### src/rtl/syscall_pkg.sv
// Shared constants and FSM encoding for the syscall console unit.
package syscall_pkg;

    localparam int SYS_PRINT_INT = 1;
    localparam int SYS_PRINT_STR = 4;
    localparam int SYS_EXIT      = 10;

    localparam logic [7:0] ASCII_MINUS = 8'h2D;
    localparam logic [7:0] ASCII_ZERO  = 8'h30;

    typedef enum logic [2:0] {
        ST_IDLE,
        ST_INT_CONV,
        ST_INT_EMIT,
        ST_STR_REQ,
        ST_STR_WAIT,
        ST_STR_EMIT,
        ST_HALT
    } state_e;

endpackage

### src/rtl/char_fifo.sv
// Byte FIFO with wrap-bit pointers; a push while full is accepted when a pop
// happens in the same cycle.
module char_fifo #(
    parameter int DEPTH = 16
) (
    input  logic       clk,
    input  logic       rst,
    input  logic       push_i,
    input  logic [7:0] din_i,
    output logic       full_o,
    input  logic       pop_i,
    output logic [7:0] dout_o,
    output logic       empty_o
);

    localparam int AW = $clog2(DEPTH);

    logic [AW:0] wr_ptr_q, wr_ptr_d;
    logic [AW:0] rd_ptr_q, rd_ptr_d;
    logic [7:0]  mem_q [DEPTH];
    logic        wr_ok, rd_ok;

    always_comb begin
        empty_o  = (wr_ptr_q == rd_ptr_q);
        full_o   = (wr_ptr_q[AW] != rd_ptr_q[AW]) && (wr_ptr_q[AW-1:0] == rd_ptr_q[AW-1:0]);
        rd_ok    = pop_i && !empty_o;
        wr_ok    = push_i && (!full_o || rd_ok);
        wr_ptr_d = wr_ok ? wr_ptr_q + 1'b1 : wr_ptr_q;
        rd_ptr_d = rd_ok ? rd_ptr_q + 1'b1 : rd_ptr_q;
        // Head byte reads as zero when empty so the output is clean after reset.
        dout_o   = empty_o ? 8'h00 : mem_q[rd_ptr_q[AW-1:0]];
    end

    always_ff @(posedge clk or negedge rst) begin
        if (!rst) begin
            wr_ptr_q <= '0;
            rd_ptr_q <= '0;
        end else begin
            wr_ptr_q <= wr_ptr_d;
            rd_ptr_q <= rd_ptr_d;
        end
    end

    always_ff @(posedge clk) begin
        if (wr_ok) mem_q[wr_ptr_q[AW-1:0]] <= din_i;
    end

endmodule

### src/rtl/syscall_console.sv
// Syscall service unit: print_int via double-dabble, print_string via a
// word-at-a-time memory walker, exit/halt, character FIFO and watchdog.
module syscall_console
    import syscall_pkg::*;
#(
    parameter int DATA_W      = 32,
    parameter int MEM_AW      = 12,
    parameter int FIFO_DEPTH  = 16,
    parameter int MAX_STR     = 256,
    parameter int WDOG_CYCLES = 100000000
) (
    input  logic              clk,
    input  logic              rst,
    input  logic              syscall_i,
    input  logic [DATA_W-1:0] v0_i,
    input  logic [DATA_W-1:0] a0_i,
    output logic              busy_o,
    output logic              mem_rd_en_o,
    output logic [MEM_AW-1:0] mem_addr_o,
    input  logic [DATA_W-1:0] mem_rdata_i,
    output logic              ch_valid_o,
    output logic [7:0]        ch_data_o,
    input  logic              ch_ready_i,
    output logic              exit_o,
    output logic              err_o,
    output logic              wdog_o
);

    localparam int NDIG   = (DATA_W * 302) / 1000 + 1;
    localparam int BCD_W  = 4 * NDIG;
    localparam int DIG_W  = $clog2(NDIG);
    localparam int CNT_W  = $clog2(DATA_W);
    localparam int STR_CW = $clog2(MAX_STR + 1);
    localparam int WDOG_W = $clog2(WDOG_CYCLES + 1);
    localparam int ADR_W  = MEM_AW + 2;

    state_e              state_q, state_d;
    logic [DATA_W-1:0]   bin_q, bin_d;
    logic [BCD_W-1:0]    bcd_q, bcd_d, bcd_adj;
    logic [CNT_W-1:0]    cnt_q, cnt_d;
    logic [DIG_W-1:0]    dig_q, dig_d;
    logic                neg_q, neg_d;
    logic [ADR_W-1:0]    addr_q, addr_d;
    logic [DATA_W-1:0]   word_q, word_d;
    logic [STR_CW-1:0]   scnt_q, scnt_d;
    logic                exit_q, exit_d;
    logic                err_q, err_d;
    logic                wdog_q, wdog_d;
    logic [WDOG_W-1:0]   wcnt_q, wcnt_d;

    logic                accept, space, push, pop, fifo_full, fifo_empty;
    logic [7:0]          push_data, cur_byte;

    // Index of the most significant non-zero BCD digit (0 when the value is 0).
    function automatic logic [DIG_W-1:0] msd_idx(input logic [BCD_W-1:0] b);
        msd_idx = '0;
        for (int i = 0; i < NDIG; i++)
            if (b[4*i +: 4] != 4'd0) msd_idx = DIG_W'(i);
    endfunction

    always_comb begin
        bcd_adj = bcd_q;
        for (int i = 0; i < NDIG; i++)
            if (bcd_q[4*i +: 4] >= 4'd5) bcd_adj[4*i +: 4] = bcd_q[4*i +: 4] + 4'd3;
    end

    assign accept   = syscall_i && (state_q == ST_IDLE) && !exit_q;
    assign pop      = !fifo_empty && ch_ready_i;
    assign space    = !fifo_full || pop;
    assign cur_byte = word_q[{addr_q[1:0], 3'b000} +: 8];

    always_comb begin
        state_d     = state_q;
        bin_d       = bin_q;
        bcd_d       = bcd_q;
        cnt_d       = cnt_q;
        dig_d       = dig_q;
        neg_d       = neg_q;
        addr_d      = addr_q;
        word_d      = word_q;
        scnt_d      = scnt_q;
        exit_d      = exit_q;
        err_d       = 1'b0;
        wdog_d      = wdog_q;
        wcnt_d      = wcnt_q;
        push        = 1'b0;
        push_data   = ASCII_ZERO;
        mem_rd_en_o = 1'b0;

        if (!exit_q) begin
            if (wcnt_q == WDOG_W'(WDOG_CYCLES - 1)) wdog_d = 1'b1;
            else                                     wcnt_d = wcnt_q + 1'b1;
        end

        case (state_q)
            ST_IDLE: begin
                if (accept) begin
                    if (v0_i == DATA_W'(SYS_PRINT_INT)) begin
                        neg_d   = a0_i[DATA_W-1];
                        bin_d   = a0_i[DATA_W-1] ? -a0_i : a0_i;
                        bcd_d   = '0;
                        cnt_d   = '0;
                        state_d = ST_INT_CONV;
                    end else if (v0_i == DATA_W'(SYS_PRINT_STR)) begin
                        addr_d  = a0_i[ADR_W-1:0];
                        scnt_d  = '0;
                        state_d = ST_STR_REQ;
                    end else if (v0_i == DATA_W'(SYS_EXIT)) begin
                        exit_d  = 1'b1;
                        state_d = ST_HALT;
                    end else begin
                        err_d   = 1'b1;
                    end
                end
            end
            ST_INT_CONV: begin
                bcd_d = (bcd_adj << 1) | BCD_W'(bin_q[DATA_W-1]);
                bin_d = bin_q << 1;
                cnt_d = cnt_q + 1'b1;
                if (cnt_q == CNT_W'(DATA_W - 1)) begin
                    dig_d   = msd_idx(bcd_d);
                    state_d = ST_INT_EMIT;
                end
            end
            ST_INT_EMIT: begin
                if (space) begin
                    push = 1'b1;
                    if (neg_q) begin
                        push_data = ASCII_MINUS;
                        neg_d     = 1'b0;
                    end else begin
                        push_data = ASCII_ZERO + {4'd0, bcd_q[{dig_q, 2'b00} +: 4]};
                        if (dig_q == '0) state_d = ST_IDLE;
                        else             dig_d   = dig_q - 1'b1;
                    end
                end
            end
            ST_STR_REQ: begin
                mem_rd_en_o = 1'b1;
                state_d     = ST_STR_WAIT;
            end
            ST_STR_WAIT: begin
                word_d  = mem_rdata_i;
                state_d = ST_STR_EMIT;
            end
            ST_STR_EMIT: begin
                if (cur_byte == 8'h00) begin
                    state_d = ST_IDLE;
                end else if (space) begin
                    push      = 1'b1;
                    push_data = cur_byte;
                    addr_d    = addr_q + 1'b1;
                    scnt_d    = scnt_q + 1'b1;
                    if (scnt_q == STR_CW'(MAX_STR - 1)) begin
                        err_d   = 1'b1;
                        state_d = ST_IDLE;
                    end else if (addr_d[1:0] == 2'd0) begin
                        state_d = ST_STR_REQ;
                    end
                end
            end
            ST_HALT: ;
            default: state_d = ST_IDLE;
        endcase
    end

    always_ff @(posedge clk or negedge rst) begin
        if (!rst) begin
            state_q <= ST_IDLE;
            bin_q   <= '0;
            bcd_q   <= '0;
            cnt_q   <= '0;
            dig_q   <= '0;
            neg_q   <= 1'b0;
            addr_q  <= '0;
            word_q  <= '0;
            scnt_q  <= '0;
            exit_q  <= 1'b0;
            err_q   <= 1'b0;
            wdog_q  <= 1'b0;
            wcnt_q  <= '0;
        end else begin
            state_q <= state_d;
            bin_q   <= bin_d;
            bcd_q   <= bcd_d;
            cnt_q   <= cnt_d;
            dig_q   <= dig_d;
            neg_q   <= neg_d;
            addr_q  <= addr_d;
            word_q  <= word_d;
            scnt_q  <= scnt_d;
            exit_q  <= exit_d;
            err_q   <= err_d;
            wdog_q  <= wdog_d;
            wcnt_q  <= wcnt_d;
        end
    end

    char_fifo #(.DEPTH(FIFO_DEPTH)) u_fifo (
        .clk     (clk),
        .rst     (rst),
        .push_i  (push),
        .din_i   (push_data),
        .full_o  (fifo_full),
        .pop_i   (pop),
        .dout_o  (ch_data_o),
        .empty_o (fifo_empty)
    );

    assign busy_o     = (state_q != ST_IDLE) || accept;
    assign mem_addr_o = addr_q[ADR_W-1:2];
    assign ch_valid_o = !fifo_empty;
    assign exit_o     = exit_q;
    assign err_o      = err_q;
    assign wdog_o     = wdog_q;

endmodule

### config.mk
export PLATFORM = sky130hd
export DESIGN_NAME = syscall_console
export DESIGN_NICKNAME = d
export VERILOG_FILES = /design/src/rtl/syscall_pkg.sv /design/src/rtl/char_fifo.sv /design/src/rtl/syscall_console.sv
export SDC_FILE = /design/constraint.sdc
export NUM_CORES = 1
export LEC_CHECK = 0
export ABC_AREA = 0
export BUFFER_PORTS_ARGS = -buffer_cell sky130_fd_sc_hd__buf_2
export CAP_MARGIN = 5
export CORE_UTILIZATION = 50
export CTS_CLUSTER_DIAMETER = 60
export DETAILED_ROUTE_END_ITERATION = 6
export PLACE_DENSITY = 0.68
export SYNTH_ARGS = -nofsm -noshare
export SYNTH_HDL_FRONTEND = slang
export SYNTH_SLANG_ARGS = --single-unit
### constraint.sdc
create_clock -name clk -period 4 [get_ports clk]
set_input_delay 0.2 -clock clk [delete_from_list [all_inputs] [get_ports clk]]
set_output_delay 0.2 -clock clk [all_outputs]
set_load 0.1 [all_outputs]
# Word level (Yosys, flattened, before mapping)
# Memories as Yosys holds them, arrays and structs flattened.
# Index checks and enable logic that the tools add are counted.
# op_classes
n_addsub,19
mul,0
n_div,0
order_cmp,10
n_eq_ne,29
shift,2
n_mux,83
bitwise_logic,6
n_reduce_logical,38
# op_table
cell,count
$mux W32,3
$mux W4,21
$mux W40,2
$pmux W40 S2,1
$mux W14,5
$pmux W32 S2,1
$mux W9,5
$ge A4 B3 Y1 const B,10
$or A40 B1 Y40,1
$shiftx A40 B7 Y4,1
$mux W3,13
$add A4 B2 Y4 const B,9
$reduce_bool A4 Y1,9
$eq A32 B1 Y1 const B,1
$eq A32 B3 Y1 const B,1
$eq A32 B4 Y1 const B,1
$neg A32 Y32,1
$shiftx A32 B6 Y8,1
$pmux W14 S2,1
$add A27 B1 Y27 const B,1
$eq A27 B27 Y1 const B,1
$mux W8,3
$pmux W3 S7,1
$ne A2 B2 Y1 const B,9
other kinds (42),85
# word_totals
register_bits,180
latchBits,0
mem_bits_rw,128
rom_bits,0
input_bits,100
out_inout_bits,26
word_cells,203
memories,1
# mem_list
memory,words,word_bits,rd,rd_clocked_by_memory_dff,write_ports,line,text
u_fifo.mem_q,16,8,1,0,1,char_fifo.sv:20,logic [7:0] mem_q [DEPTH];

# Depth between registers and ports, before layout
# logic_depth
ltp_word,15
mapped_depth,10
mapped_depth_nobuf,10

# Modules after synthesis
# Synthesis repeated with hierarchy kept, for this count alone.
# unflattened
hier_cells,1368
hier_area_um2,15850.2
# modules_own_cells
module,n_inst,cells_each,area_per_inst_um2,seq_area_each_um2
syscall_console,1,1097,10303.6,4254.1
char_fifo,1,271,5546.6,4093.9

# Least setup slack after synthesis
# OpenSTA, ideal clock, no wires.
# synth_timing
path_kind,register -> output
start,register u_fifo.rd_ptr_q[0]
end,output port ch_data_o[3]
arrival_time_ps,3133
t_required_ps,3800
slack_ps,667
path_stages_with_launch,6
path_buffers,2
path_cell_list,dfrtp_1 -> clkbuf_1 -> buf_1 -> mux4_2 -> mux4_2 -> nor2b_1
# synth_via
elab_chain_len,2
elab_cells_between_ends,3
cone_classes,eq/ne: 1; mux: 1; memory: 1
# synth_rtl
item,line,text
from (decl),char_fifo.sv:19,"logic [AW:0] rd_ptr_q, rd_ptr_d;"
from (signal assigned),char_fifo.sv:40,rd_ptr_q <= rd_ptr_d;
$mem_v2 Z16 W8 or $eq A5 B5 Y1 (tied branches),n/a,
$mux W8 (*),char_fifo.sv:31,dout_o = empty_o ? 8'h00 : mem_q[rd_ptr_q[AW-1:0]];
to (decl),syscall_console.sv:22,"output logic [7:0] ch_data_o,"
# Mark *: on every way between the ends. The rest lies on a longest branch, timed or not.

# Final worst setup path
# layout_timing
start,register u_fifo.rd_ptr_q[0]
end,output port ch_data_o[0]
# Same word-level chain as after synthesis.

==> metrics.sh <==
STATUS='finished, violations left'
FAILED_CHECKS='DRC'
YOSYSTOPAREACELLSHARE_PCT=28.54
TIMING.SLEW.HEADROOM_PCT=35.05
SYNTH.LIB_CELLS_USED.DISTINCT=72
GRT-OVFL-TOTAL=0
DRT-MET1-WL_UM=16620
CLOCK_SKEW_PS=24.76
TIMING.REG2REG.WORST_PATH_DEPTH=6
WORST_SETUP_PATH_START_KIND='register'
NUMBER_OF_ANTENNA_VIOLATIONS_AT_THE_FIRST_CHECK_IN_GLOBAL_ROUTING=0
TOTAL_STANDARD_CELL_AREA_AFTER_SYNTHESIS_MM2=0.01578
WORST_HOLD_PATH.NUM_CELLS=3
DP_SLACK_PS=605.0
DETAILROUTE.WIRELENGTH.MET3_UM=2523
SUMMED_NEGATIVE_SETUP_SLACK_OVER_ALL_ENDPOINTS_PS=0
DETAIL_ROUTE.WL_PER_CELL_UM=19.33
SYNTH_ENABLE_FLOP_CELLS=128
SYN-NUM-NETS=1480
PLACEMENT_ROWS=64
POST_CTS.RESIZED_INSTANCES=0
DRV.MAX_CAP_VIOLATION_COUNT=0
POSTCTSHOLDBUFS=38
FIN_CELLS=1909
POST_CTS.REPAIR.SETUP_BUFFERS=0
TOTAL_NUMBER_OF_VIAS=11300
CORE_AREA_MM2=0.03083
ASYNCSETRESETFLOPFRACSYNTH_PCT=58.44
POSTSYNTHCELLCOUNT=1346
TRITONCTS.NUM_BUFFERS=36
CHIPWIDTH_UM=179.7
CRITPATHARRIVALTIME_PS=3190
YOSYSSEQAREASHARE_PCT=52.90
SYNTH_TOP_AREA_CELL='sky130_fd_sc_hd__dfrtp_1'
WORST_MIN_PATH_CLASS='input pin to register'
NUMBER_OF_PLACED_INSTANCES_TAPS_INCLUDED=1809
CRITICALPATHCATEGORY='register to primary output'
VIAS_CELL=5.919
SYNTHMOSTINSTANTIATEDCELL='sky130_fd_sc_hd__dfrtp_1'
LAYOUT.NETS=1623
CTSROOTBUFFERMASTER='sky130_fd_sc_hd__clkbuf_16'
CLOCK_LATENCY_PS=520
RATIO_OF_CELLS_WITH_DRIVE_ABOVE_1_IN_THE_FINAL_LAYOUT_PCT=20.63
POWER.LEAKAGE_nW=7.403
TRITONCTS_SINK_COUNT=308
DRT_WL_TOTAL_UM=36910
PEAKVDDDROP_V=0.0002979
POST-DP-HPWL_UM=25440
TIMING_WORST_SLEW_PIN_VALUE_PS=974.3
TOP_LAYER='met4'
CP_MAX_FO=20
FINAL.PERIOD_UTILIZATION_PCT=84.85
TIMING.FINAL.MAX_SLEW_VIOLATIONS=0
NUMBER_OF_FILL_CELLS_IN_THE_LAYOUT=2449
GRT_MAX_DEGREE=103
WORSTSETUPENDPOINTTYPE='primary output'
GRT_PASS1_WL_UM=60240
DESIGN.PORTCOUNT=126
PERIOD_NEEDED_PS=3394
CTS_HTREE_LEVELS=2
SETUP_WS_PS=606.0
WL_MET2_UM=16800
SYNTH-MAIN-FF-CELL='sky130_fd_sc_hd__dfrtp_1'
ANT_NETS=0
CTS_TREE='yes'
FINAL_WEIGHTED_CONGESTION_OF_ROUTABILITY_DRIVEN_GLOBAL_PLACEMENT=0.8811
CLOCK_TREE.BUFFER_DEPTH=3
CHIPHEIGHT_UM=179.7
WORST_SETUP_HOLD_PATH_CLK_SLEW_PS=60
FINAL_HOLD_VIOL_COUNT=0
DRT_DRC_VIOLATIONS_LEFT=2
YS.WARNINGS.COUNT=0
FINALSETUPVIOLATIONS=0
PWR_DENSITY_CELL_mW_PER_MM2=420.0
DRT_PASS1_ITERATIONS=7
SYN2LAYOUT_AREA_GROWTH_PCT=15.79
NUMBER_OF_GLOBAL_ROUTE_VIAS_BEFORE_REPAIR=11090
FIRST_ITER_VIOLATIONS=906
POST_SYNTH_MAIN_AREA_CONTRIBUTORS='sky130_fd_sc_hd__dfrtp_1 29%, sky130_fd_sc_hd__edfxtp_1 24%, sky130_fd_sc_hd__mux4_2 8.0%, sky130_fd_sc_hd__o21ai_0 3.1%, sky130_fd_sc_hd__xnor2_1 2.9%'
INITIAL_UTILIZATION_PCT=51.19
SYNTH_TOP_CELLS_BY_COUNT='180 x sky130_fd_sc_hd__dfrtp_1, 128 x sky130_fd_sc_hd__edfxtp_1, 116 x sky130_fd_sc_hd__nand2_1, 97 x sky130_fd_sc_hd__o21ai_0, 74 x sky130_fd_sc_hd__nor2_1'
YS_SEQ_ELEMENTS=308
GRT_SETUP_UNREPAIRED='no'
ACHIEVABLE_CLOCK_FREQUENCY_MHz=294.6
FP.DIEAREA_MM2=0.03227
POST_SYNTH.CELL_AREA_AVG_UM2=11.72
GRT_USE_TOTAL_PCT=23.34
CP.REQUIRED_PS=3800
IO_BUFFERS=125
-- final cells by class --
| type | instances | area, um2 | share of cell area [%] |
|---|---|---|---|
| Clock inverter | 14 | 148.9 | 0.8148 |
| Sequential cell | 308 | 8349 | 45.69 |
| Tap cell | 396 | 495.5 | 2.712 |
| Timing Repair Buffer | 183 | 1177 | 6.443 |
| Multi-Input combinational cell | 918 | 6968 | 38.13 |
| Antenna cell | 1 | 2.502 | 0.01369 |
| Clock buffer | 47 | 973.4 | 5.327 |
| Inverter | 42 | 157.7 | 0.8628 |
-- per-layer routing --
metal	track usage, %	vias up
met5	0	-
met4	6.724	0
met3	4.417	68
met2	36.13	396
met1	33.72	5525
li1	-	5310
-- metrics by stage --
stage / area, um2 / total power [mW] / util (%) / hold WS [ps]
3_3_place_gp: 16770 / 4.570 / 54.39 / 329.4
4_1_cts: 18270 / 7.738 / 59.26 / 5.784
3_5_place_dp: 16770 / 4.583 / 54.39 / 344.8
5_1_grt: 18270 / 7.936 / 59.26 / 54.15
6_report: 18270 / 7.674 / 59.27 / 17.75
2_1_floorplan: 15780 / 4.275 / - / -95.59
-- cells in the final DEF, fill, tap and decap left out, types with 9 or more instances in the layout --
master / n
sky130_fd_sc_hd__nand2_1: 116
sky130_fd_sc_hd__o21ai_1: 11
sky130_fd_sc_hd__and3_1: 14
sky130_fd_sc_hd__nor2b_1: 11
sky130_fd_sc_hd__o31ai_1: 14
sky130_fd_sc_hd__or4_1: 9
sky130_fd_sc_hd__nand2b_1: 15
sky130_fd_sc_hd__nor3_1: 32
sky130_fd_sc_hd__nor4_1: 12
sky130_fd_sc_hd__mux2i_1: 22
sky130_fd_sc_hd__clkbuf_16: 37
sky130_fd_sc_hd__buf_2: 124
sky130_fd_sc_hd__xnor2_1: 53
sky130_fd_sc_hd__a21o_1: 14
sky130_fd_sc_hd__a31oi_1: 9
sky130_fd_sc_hd__nand4_1: 14
sky130_fd_sc_hd__a22oi_1: 11
sky130_fd_sc_hd__dlygate4sd3_1: 38
sky130_fd_sc_hd__nor3b_1: 16
sky130_fd_sc_hd__o41ai_1: 10
sky130_fd_sc_hd__inv_1: 42
sky130_fd_sc_hd__xor2_1: 28
sky130_fd_sc_hd__edfxtp_1: 128
sky130_fd_sc_hd__ha_1: 34
sky130_fd_sc_hd__clkbuf_1: 9
sky130_fd_sc_hd__nor2_1: 74
sky130_fd_sc_hd__a21oi_1: 54
sky130_fd_sc_hd__a22o_1: 9
sky130_fd_sc_hd__nand3_1: 31
sky130_fd_sc_hd__mux2_2: 40
sky130_fd_sc_hd__or3_1: 12
sky130_fd_sc_hd__buf_4: 19
sky130_fd_sc_hd__o21ai_0: 97
sky130_fd_sc_hd__and2_1: 11
sky130_fd_sc_hd__mux4_2: 56
sky130_fd_sc_hd__dfrtp_1: 179
-- power breakdown --
part / internal [mW] / leakage [nW] / switching, mW
Sequential: 3.30 / 3.36 / 0.0944
Clock: 1.86 / 0.548 / 1.28
Combinational: 0.459 / 3.50 / 0.682
Total: 5.62 / 7.40 / 2.06
-- worst max-delay path, stage by stage (launching register included) --
cell	delay (ps)
sky130_fd_sc_hd__dfrtp_2	770
sky130_fd_sc_hd__buf_4	360
sky130_fd_sc_hd__mux4_2	540
sky130_fd_sc_hd__mux4_2	530
sky130_fd_sc_hd__nor2b_1	150
sky130_fd_sc_hd__buf_2	310
-- final timing paths --
| kind | startpoint | endpoint | slack (ps) |
|---|---|---|---|
| max | u_fifo.rd_ptr_q[0] | ch_data_o[0] | 610 |
| min | a0_i[27] | bin_q[27] | 20 |
| max reg2reg | addr_q[0] | u_fifo.mem_q[5][2] | 610 |
| min reg2reg | wdog_o | wdog_o | 460 |
| max in group asynchronous | rst | word_q[30] | 2700 |
| min in group asynchronous | rst | wcnt_q[6] | 310 |
-- cells by family after synthesis --
family,after synthesis,synth area share [%]
xor gates and xnor gates,81,4.496
adders and majority gates,34,2.696
and+or+nand+nor,403,13.12
DFF,308,52.90
AOI/OAI and AO/OA,281,11.20
muxes,119,12.31
buffers and inverters,120,3.275
-- registers in the layout, indices dropped and copies added, names as in the netlist --
name / count
u_fifo.rd_ptr_q: 5
dig_q: 4
err_o: 1
wdog_o: 1
u_fifo.mem_q: 128
wcnt_q: 27
state_q: 3
scnt_q: 9
exit_o: 1
bcd_q: 40
cnt_q: 5
neg_q: 1
addr_q: 14
word_q: 32
bin_q: 32
u_fifo.wr_ptr_q: 5
No activity file was read; power rests on OpenSTA's default activity.
